`src/rtl/muntjac_fetch_queue.sv`:
```
// Sequential instruction prefetcher feeding decode through a Depth-entry FIFO.
// One cache request outstanding; redirects flush the FIFO and discard stale responses.
package muntjac_fetch_pkg;

  typedef enum logic [2:0] {
    IF_PREFETCH     = 3'd0,
    IF_MISPREDICT   = 3'd1,
    IF_FENCE_I      = 3'd2,
    IF_SATP_CHANGED = 3'd3,
    IF_PROT_CHANGED = 3'd4
  } if_reason_e;

  typedef enum logic [3:0] {
    EXC_CAUSE_INSTR_ACCESS_FAULT = 4'd1,
    EXC_CAUSE_INSTR_PAGE_FAULT   = 4'd12
  } exc_cause_e;

  typedef struct packed {
    exc_cause_e  cause;
    logic [63:0] tval;
  } exception_t;

  typedef struct packed {
    logic [31:0] instr_word;
    logic [63:0] pc;
    if_reason_e  if_reason;
    logic        ex_valid;
    exception_t  exception;
  } fetched_instr_t;

endpackage

module muntjac_fetch_queue
  import muntjac_fetch_pkg::*;
#(
  parameter int unsigned     XLEN    = 64,
  parameter int unsigned     Depth   = 4,
  parameter logic [XLEN-1:0] ResetPc = '0
) (
  input  logic            clk_i,
  input  logic            rst_ni,

  input  logic            redirect_valid_i,
  input  logic [XLEN-1:0] redirect_pc_i,
  input  if_reason_e      redirect_reason_i,

  output logic            req_valid_o,
  output logic [XLEN-1:0] req_pc_o,
  output if_reason_e      req_reason_o,

  input  logic            resp_valid_i,
  input  logic [31:0]     resp_instr_i,
  input  logic            resp_exception_i,
  input  logic            resp_exception_plus2_i,

  output logic            deq_valid_o,
  input  logic            deq_ready_i,
  output fetched_instr_t  deq_instr_o
);

  localparam int unsigned PtrW = $clog2(Depth);
  localparam int unsigned CntW = PtrW + 1;
  localparam logic [XLEN-1:0] ResetPcAligned = ResetPc & ~XLEN'(1);

  typedef enum logic [1:0] {IDLE, WAIT, HALT} state_e;

  state_e          state_q, state_d;
  logic            started_q;
  logic            pend_valid_q, pend_valid_d;
  logic [XLEN-1:0] pend_pc_q, pend_pc_d;
  if_reason_e      pend_reason_q, pend_reason_d;
  logic            stale_q, stale_d;
  logic [XLEN-1:0] inflight_pc_q, inflight_pc_d;
  if_reason_e      inflight_reason_q, inflight_reason_d;
  logic [XLEN-1:0] next_pc_q, next_pc_d;

  fetched_instr_t  mem_q [Depth];
  logic [PtrW-1:0] wr_ptr_q, wr_ptr_d;
  logic [PtrW-1:0] rd_ptr_q, rd_ptr_d;
  logic [CntW-1:0] count_q, count_d;
  fetched_instr_t  head_q, head_d;
  logic            head_vld_q, head_vld_d;

  logic            resp_fresh, resp_stale, enq, deq;
  logic [CntW-1:0] occ, count_after_deq;
  logic            has_room;
  logic [XLEN-1:0] npc_word, seq_pc;
  fetched_instr_t  enq_entry;
  logic            issue;
  logic [XLEN-1:0] issue_pc;
  if_reason_e      issue_reason;

  // A response racing a redirect belongs to the old stream and is discarded.
  assign resp_fresh = resp_valid_i && (state_q == WAIT) && !stale_q && !redirect_valid_i;
  assign resp_stale = resp_valid_i && (state_q == WAIT) &&  stale_q && !redirect_valid_i;
  assign enq        = resp_fresh;
  assign deq        = head_vld_q && deq_ready_i;

  // Slot reservation ignores a same-cycle dequeue so the FIFO can never overflow.
  assign occ      = count_q + CntW'(enq);
  assign has_room = occ < CntW'(Depth);

  assign npc_word = {inflight_pc_q[XLEN-1:2], 2'b00} + XLEN'(4);
  assign seq_pc   = (resp_instr_i[1:0] == 2'b11) ? inflight_pc_q + XLEN'(4)
                                                 : inflight_pc_q + XLEN'(2);

  always_comb begin
    enq_entry                 = '0;
    enq_entry.instr_word      = resp_instr_i;
    enq_entry.pc              = 64'(inflight_pc_q);
    enq_entry.if_reason       = inflight_reason_q;
    enq_entry.ex_valid        = resp_exception_i;
    enq_entry.exception.cause = EXC_CAUSE_INSTR_PAGE_FAULT;
    enq_entry.exception.tval  = resp_exception_plus2_i ? 64'(npc_word) : 64'(inflight_pc_q);
  end

  always_comb begin
    state_d           = state_q;
    pend_valid_d      = pend_valid_q;
    pend_pc_d         = pend_pc_q;
    pend_reason_d     = pend_reason_q;
    stale_d           = stale_q;
    inflight_pc_d     = inflight_pc_q;
    inflight_reason_d = inflight_reason_q;
    next_pc_d         = next_pc_q;
    issue             = 1'b0;
    issue_pc          = '0;
    issue_reason      = IF_PREFETCH;

    if (redirect_valid_i) begin
      pend_valid_d  = 1'b1;
      pend_pc_d     = redirect_pc_i & ~XLEN'(1);
      pend_reason_d = redirect_reason_i;
      if (state_q == WAIT && !resp_valid_i) begin
        stale_d = 1'b1;
      end else begin
        state_d = IDLE;
        stale_d = 1'b0;
      end
    end else if (started_q) begin
      case (state_q)
        IDLE: begin
          if (has_room) begin
            issue = 1'b1;
            if (pend_valid_q) begin
              issue_pc     = pend_pc_q;
              issue_reason = pend_reason_q;
              pend_valid_d = 1'b0;
            end else begin
              issue_pc     = next_pc_q;
              issue_reason = IF_PREFETCH;
            end
          end
        end
        WAIT: begin
          if (resp_stale) begin
            stale_d = 1'b0;
            if (pend_valid_q) begin
              issue        = 1'b1;
              issue_pc     = pend_pc_q;
              issue_reason = pend_reason_q;
              pend_valid_d = 1'b0;
            end else begin
              state_d = IDLE;
            end
          end else if (resp_fresh) begin
            next_pc_d = seq_pc;
            if (resp_exception_i) begin
              state_d = HALT;
            end else if (has_room) begin
              issue        = 1'b1;
              issue_pc     = seq_pc;
              issue_reason = IF_PREFETCH;
            end else begin
              state_d = IDLE;
            end
          end
        end
        default: ;
      endcase
    end

    if (issue) begin
      state_d           = WAIT;
      inflight_pc_d     = issue_pc;
      inflight_reason_d = issue_reason;
    end
  end

  assign req_valid_o  = issue;
  assign req_pc_o     = issue_pc;
  assign req_reason_o = issue_reason;

  always_comb begin
    count_after_deq = count_q - CntW'(deq);
    if (redirect_valid_i) begin
      wr_ptr_d = '0;
      rd_ptr_d = '0;
      count_d  = '0;
    end else begin
      wr_ptr_d = wr_ptr_q + PtrW'(enq);
      rd_ptr_d = rd_ptr_q + PtrW'(deq);
      count_d  = count_after_deq + CntW'(enq);
    end
    // The head register bypasses the array when the new entry lands straight at the head.
    head_vld_d = (count_d != '0);
    if (!head_vld_d) begin
      head_d = '0;
    end else if (enq && count_after_deq == '0) begin
      head_d = enq_entry;
    end else begin
      head_d = mem_q[rd_ptr_d];
    end
  end

  assign deq_valid_o = head_vld_q;
  assign deq_instr_o = head_q;

  always_ff @(posedge clk_i) begin
    if (enq) begin
      mem_q[wr_ptr_q] <= enq_entry;
    end
  end

  always_ff @(posedge clk_i or negedge rst_ni) begin
    if (!rst_ni) begin
      state_q           <= IDLE;
      started_q         <= 1'b0;
      pend_valid_q      <= 1'b1;
      pend_pc_q         <= ResetPcAligned;
      pend_reason_q     <= IF_FENCE_I;
      stale_q           <= 1'b0;
      inflight_pc_q     <= '0;
      inflight_reason_q <= IF_PREFETCH;
      next_pc_q         <= '0;
      wr_ptr_q          <= '0;
      rd_ptr_q          <= '0;
      count_q           <= '0;
      head_q            <= '0;
      head_vld_q        <= 1'b0;
    end else begin
      state_q           <= state_d;
      started_q         <= 1'b1;
      pend_valid_q      <= pend_valid_d;
      pend_pc_q         <= pend_pc_d;
      pend_reason_q     <= pend_reason_d;
      stale_q           <= stale_d;
      inflight_pc_q     <= inflight_pc_d;
      inflight_reason_q <= inflight_reason_d;
      next_pc_q         <= next_pc_d;
      wr_ptr_q          <= wr_ptr_d;
      rd_ptr_q          <= rd_ptr_d;
      count_q           <= count_d;
      head_q            <= head_d;
      head_vld_q        <= head_vld_d;
    end
  end

  // Stale responses are only ever owed while still in WAIT.
  resp_only_when_waiting: assert property (@(posedge clk_i) disable iff (!rst_ni)
    resp_valid_i |-> state_q == WAIT);

  count_bounded: assert property (@(posedge clk_i) disable iff (!rst_ni)
    count_q <= CntW'(Depth));

endmodule

```
`config.mk`:
```
export PLATFORM = sky130hd
export DESIGN_NAME = muntjac_fetch_queue
export DESIGN_NICKNAME = d
export VERILOG_FILES = /design/src/rtl/muntjac_fetch_queue.sv
export SDC_FILE = /design/constraint.sdc
export NUM_CORES = 2
export LEC_CHECK = 0
export CAP_MARGIN = 40
export CORE_MARGIN = 3
export CORE_UTILIZATION = 43
export CTS_CLUSTER_DIAMETER = 40
export DETAILED_ROUTE_END_ITERATION = 6
export GPL_TIMING_DRIVEN = 0
export PLACE_DENSITY = 0.61
export SYNTH_ARGS = -nofsm -noshare
export SYNTH_HDL_FRONTEND = slang
export SYNTH_SLANG_ARGS = --single-unit
```
`constraint.sdc`:
```
create_clock -name clk_i -period 22.3 [get_ports clk_i]
set_clock_uncertainty 0.05 [all_clocks]
set_input_delay 4.46 -clock clk_i [delete_from_list [all_inputs] [get_ports clk_i]]
set_output_delay 4.46 -clock clk_i [all_outputs]
set_load 0.01 [all_outputs]
```
==> run summary <==
RSZ-0062 raised after global routing: false
HPWL Detailed: 103,700 um
H-tree levels: 4
synth cell count leaders: edfxtp_1 (656), nand2_1 (459), dfrtp_1 (372), nor2_1 (207), clkbuf_1 (198)
DIE WIDTH: 323.2 um
Post-Syn Area: 43,260 um^2
via count of the first global-routing pass: 30.54k
Final Setup Violations: 0
hold depth: 2
placed cell count: 5,117
DR DRC count: 0
number of synthesized register bits: 1,030
initial antenna violation count: 10
Rel. slew slack: 0.3521
Post-Place Worst Slack: 8830 ps
top cells by area, synth: edfxtp_1 (46%), dfrtp_1 (22%), nand2_1 (4.0%)
syn avg cell area: 12.71 um^2
Routed Antenna Nets: 0
vias: 31.66k
worst hold slack: 425.9 ps
Pre-Repair DR Iteration Count: 7
area grow syn2layout: 25.65%
Area after DPL: 49,360 um^2
post-route minimum period: 13,610 ps
gr ovfl total: 0
worst-case reg-to-reg path depth: 13
Max IR drop VDD: 0.00006386 V
setup TNS: 0 ps
Yosys warning count: 0
Slew @ Worst Pin: 971.9 ps
RePlAce Congestion: 0.9739
critical path arrival: 9100 ps
Total Routed Length: 145,000 um
Non-Filler Instances: 5,389
CP max stage delay: 770 ps
critical path, cell by cell: clkdlybuf4s50_1 -> clkbuf_1 -> nand2b_1 -> clkbuf_1 -> clkbuf_1 -> buf_1 -> o22ai_1 -> clkdlybuf4s50_1
fin. max-slew vios: 0
initial core utilization: 0.4364
post-synth top area share: 0.4554
Design Area, Final: 54,350 um^2
Power Total: 6.771 mW
Die Span Y: 323.2 um
Hold Path Class: flip-flop to flip-flop
fillers: 8,218
CP endpoint kind: primary output
Yosys top cell by area: edfxtp_1
post-CTS setup buffer count: 0
Row Count: 115
Max-Cap Viols: 0
Critical Path RT: 17,790 ps
max frequency: 73.46 MHz
Netlist cell types: 81
final hold violations: 0
register area share after synthesis: 0.6718
first-pass GRT wire length: 208,800 um
Root Buffer: clkbuf_16
CTS max path bufs: 3
Mapped Cells: 3,404
io pins: 343
Port-buffer cells: 339
routed len/inst: 26.91 um
share of cells above drive strength 1: 0.1325
Final Worst Setup Slack: 8687 ps
CTS Sinks: 1,030
Tot GR Track Use: 0.2753
power per cell area: 124.6 nW/um^2
largest net degree at the start of global routing: 112
EDFF count, synth: 656
Async S/R FF share, synth: 0.3631
clock-pin slew on the worst setup and hold paths: 50 ps
Finished Core Util: 0.5483
status: finished, final reports clean
LEAKAGE: 20.14 nW
Vias/cell: 5.875
Final #Nets: 4,090
TritonCTS Buffers: 144
most used cell, CP: clkbuf_1
Main synth FF type: edfxtp_1
CTS tree: done
hold-fix buffers at CTS: 0
Critical-path top delay cell: buf_1
core region area: 99,140 um^2
final critical-path share of the clock period: 0.6105
# resized after CTS: 0
most frequent cell after synthesis: edfxtp_1
kind of critical path: input port to primary output
die area: 104,400 um^2
initial drt markers: 3,692
worst skew pair latency: 760 ps
crit path launch type: input port
Critical Path Fanout Max: 10
## registers in the layout (all words and copies together) (netlist names)
| register | flops |
|---|---|
| rd_ptr_q | 2 |
| pend_reason_q | 3 |
| started_q | 1 |
| inflight_pc_q | 64 |
| pend_pc_q | 63 |
| count_q | 3 |
| pend_valid_q | 1 |
| next_pc_q | 64 |
| wr_ptr_q | 2 |
| state_q | 2 |
| mem_q | 656 |
| inflight_reason_q | 3 |
| stale_q | 1 |
| deq_instr_o | 165 |
## kinds of logic after synthesis
kind of cell,after synthesis,synth area share
simple gates,1055,0.1167
flops,1030,0.6718
compound gates,782,0.1292
buf+inv,305,0.02979
xor+xnor,128,0.02591
mux,94,0.02418
fa+ha+maj,8,0.002314
other cells,2,0.0001736
## metal layers
layer  track usage  share of wire  up-vias
met5             0        0.00034        -
met4        0.1202          0.045        8
met3       0.04930          0.082      333
met2        0.4343           0.46     1632
met1        0.3757           0.41    15870
li1              -              -    13820
## worst max-delay path: cells and delay by family
family | cells | cell delay (ps)
buffers and inverters | 6 | 3940
AOI/OAI and AO/OA | 1 | 470
and+or+nand+nor | 1 | 200
## power by group
part,total [mW],internal [mW],switching (mW)
registers,2.61,2.42,0.193
clock network,2.33,1.43,0.901
logic,1.83,0.684,1.15
total,6.77,4.53,2.24
## placed cells by master, fill, tap and decap left out, drive strengths merged, types with 9 or more instances in the layout
| master | count |
|---|---|
| nor4 | 24 |
| clkbuf | 370 |
| edfxtp | 656 |
| a22o | 9 |
| xnor2 | 78 |
| clkinvlp | 13 |
| bufinv | 16 |
| a211oi | 164 |
| a21oi | 162 |
| o211a | 20 |
| o21ai | 104 |
| mux2 | 84 |
| clkdlybuf4s50 | 338 |
| and3 | 29 |
| a22oi | 46 |
| a21o | 36 |
| a311oi | 135 |
| nor3 | 29 |
| nand3 | 30 |
| and4 | 10 |
| nand4 | 46 |
| mux2i | 10 |
| inv | 34 |
| clkinv | 47 |
| xor2 | 50 |
| dfrtp | 372 |
| a31o | 10 |
| o22ai | 35 |
| buf | 181 |
| nand2 | 459 |
| nor2 | 207 |
| o221ai | 12 |
| a2111oi | 12 |
| and2 | 176 |
## final cells by class
type	instances	area, um^2	area share
repair buffers	425	4448	0.08183
plain buffers	292	1240	0.02281
flip-flops and latches	1030	29060	0.5346
well taps	1287	1610	0.02963
diodes	3	7.507	0.0001381
multi-input cells	2070	12950	0.2382
clock buffers	172	3790	0.06973
clock inverters	97	1201	0.02210
inverters	13	48.80	0.0008977
## path summary, 6_finish.rpt
| check | start | slack [ps] | end |
|---|---|---|---|
| setup reg to reg | state_q[1]$_DFFE_PN0P_ | 18190 | deq_instr_o[146]$_DFF_PN0_ |
| hold / removal | pend_reason_q[2]$_DFFE_PN0P_ | 430 | pend_reason_q[2]$_DFFE_PN0P_ |
| min in group asynchronous | rst_ni | 3620 | deq_instr_o[144]$_DFF_PN0_ |
| max in group asynchronous | rst_ni | 17140 | inflight_pc_q[26]$_DFFE_PN0P_ |
| setup / recovery | redirect_valid_i | 8690 | req_pc_o[62] |
| hold reg to reg | pend_reason_q[2]$_DFFE_PN0P_ | 430 | pend_reason_q[2]$_DFFE_PN0P_ |
Note: power is estimated with default switching activity, not from simulation.
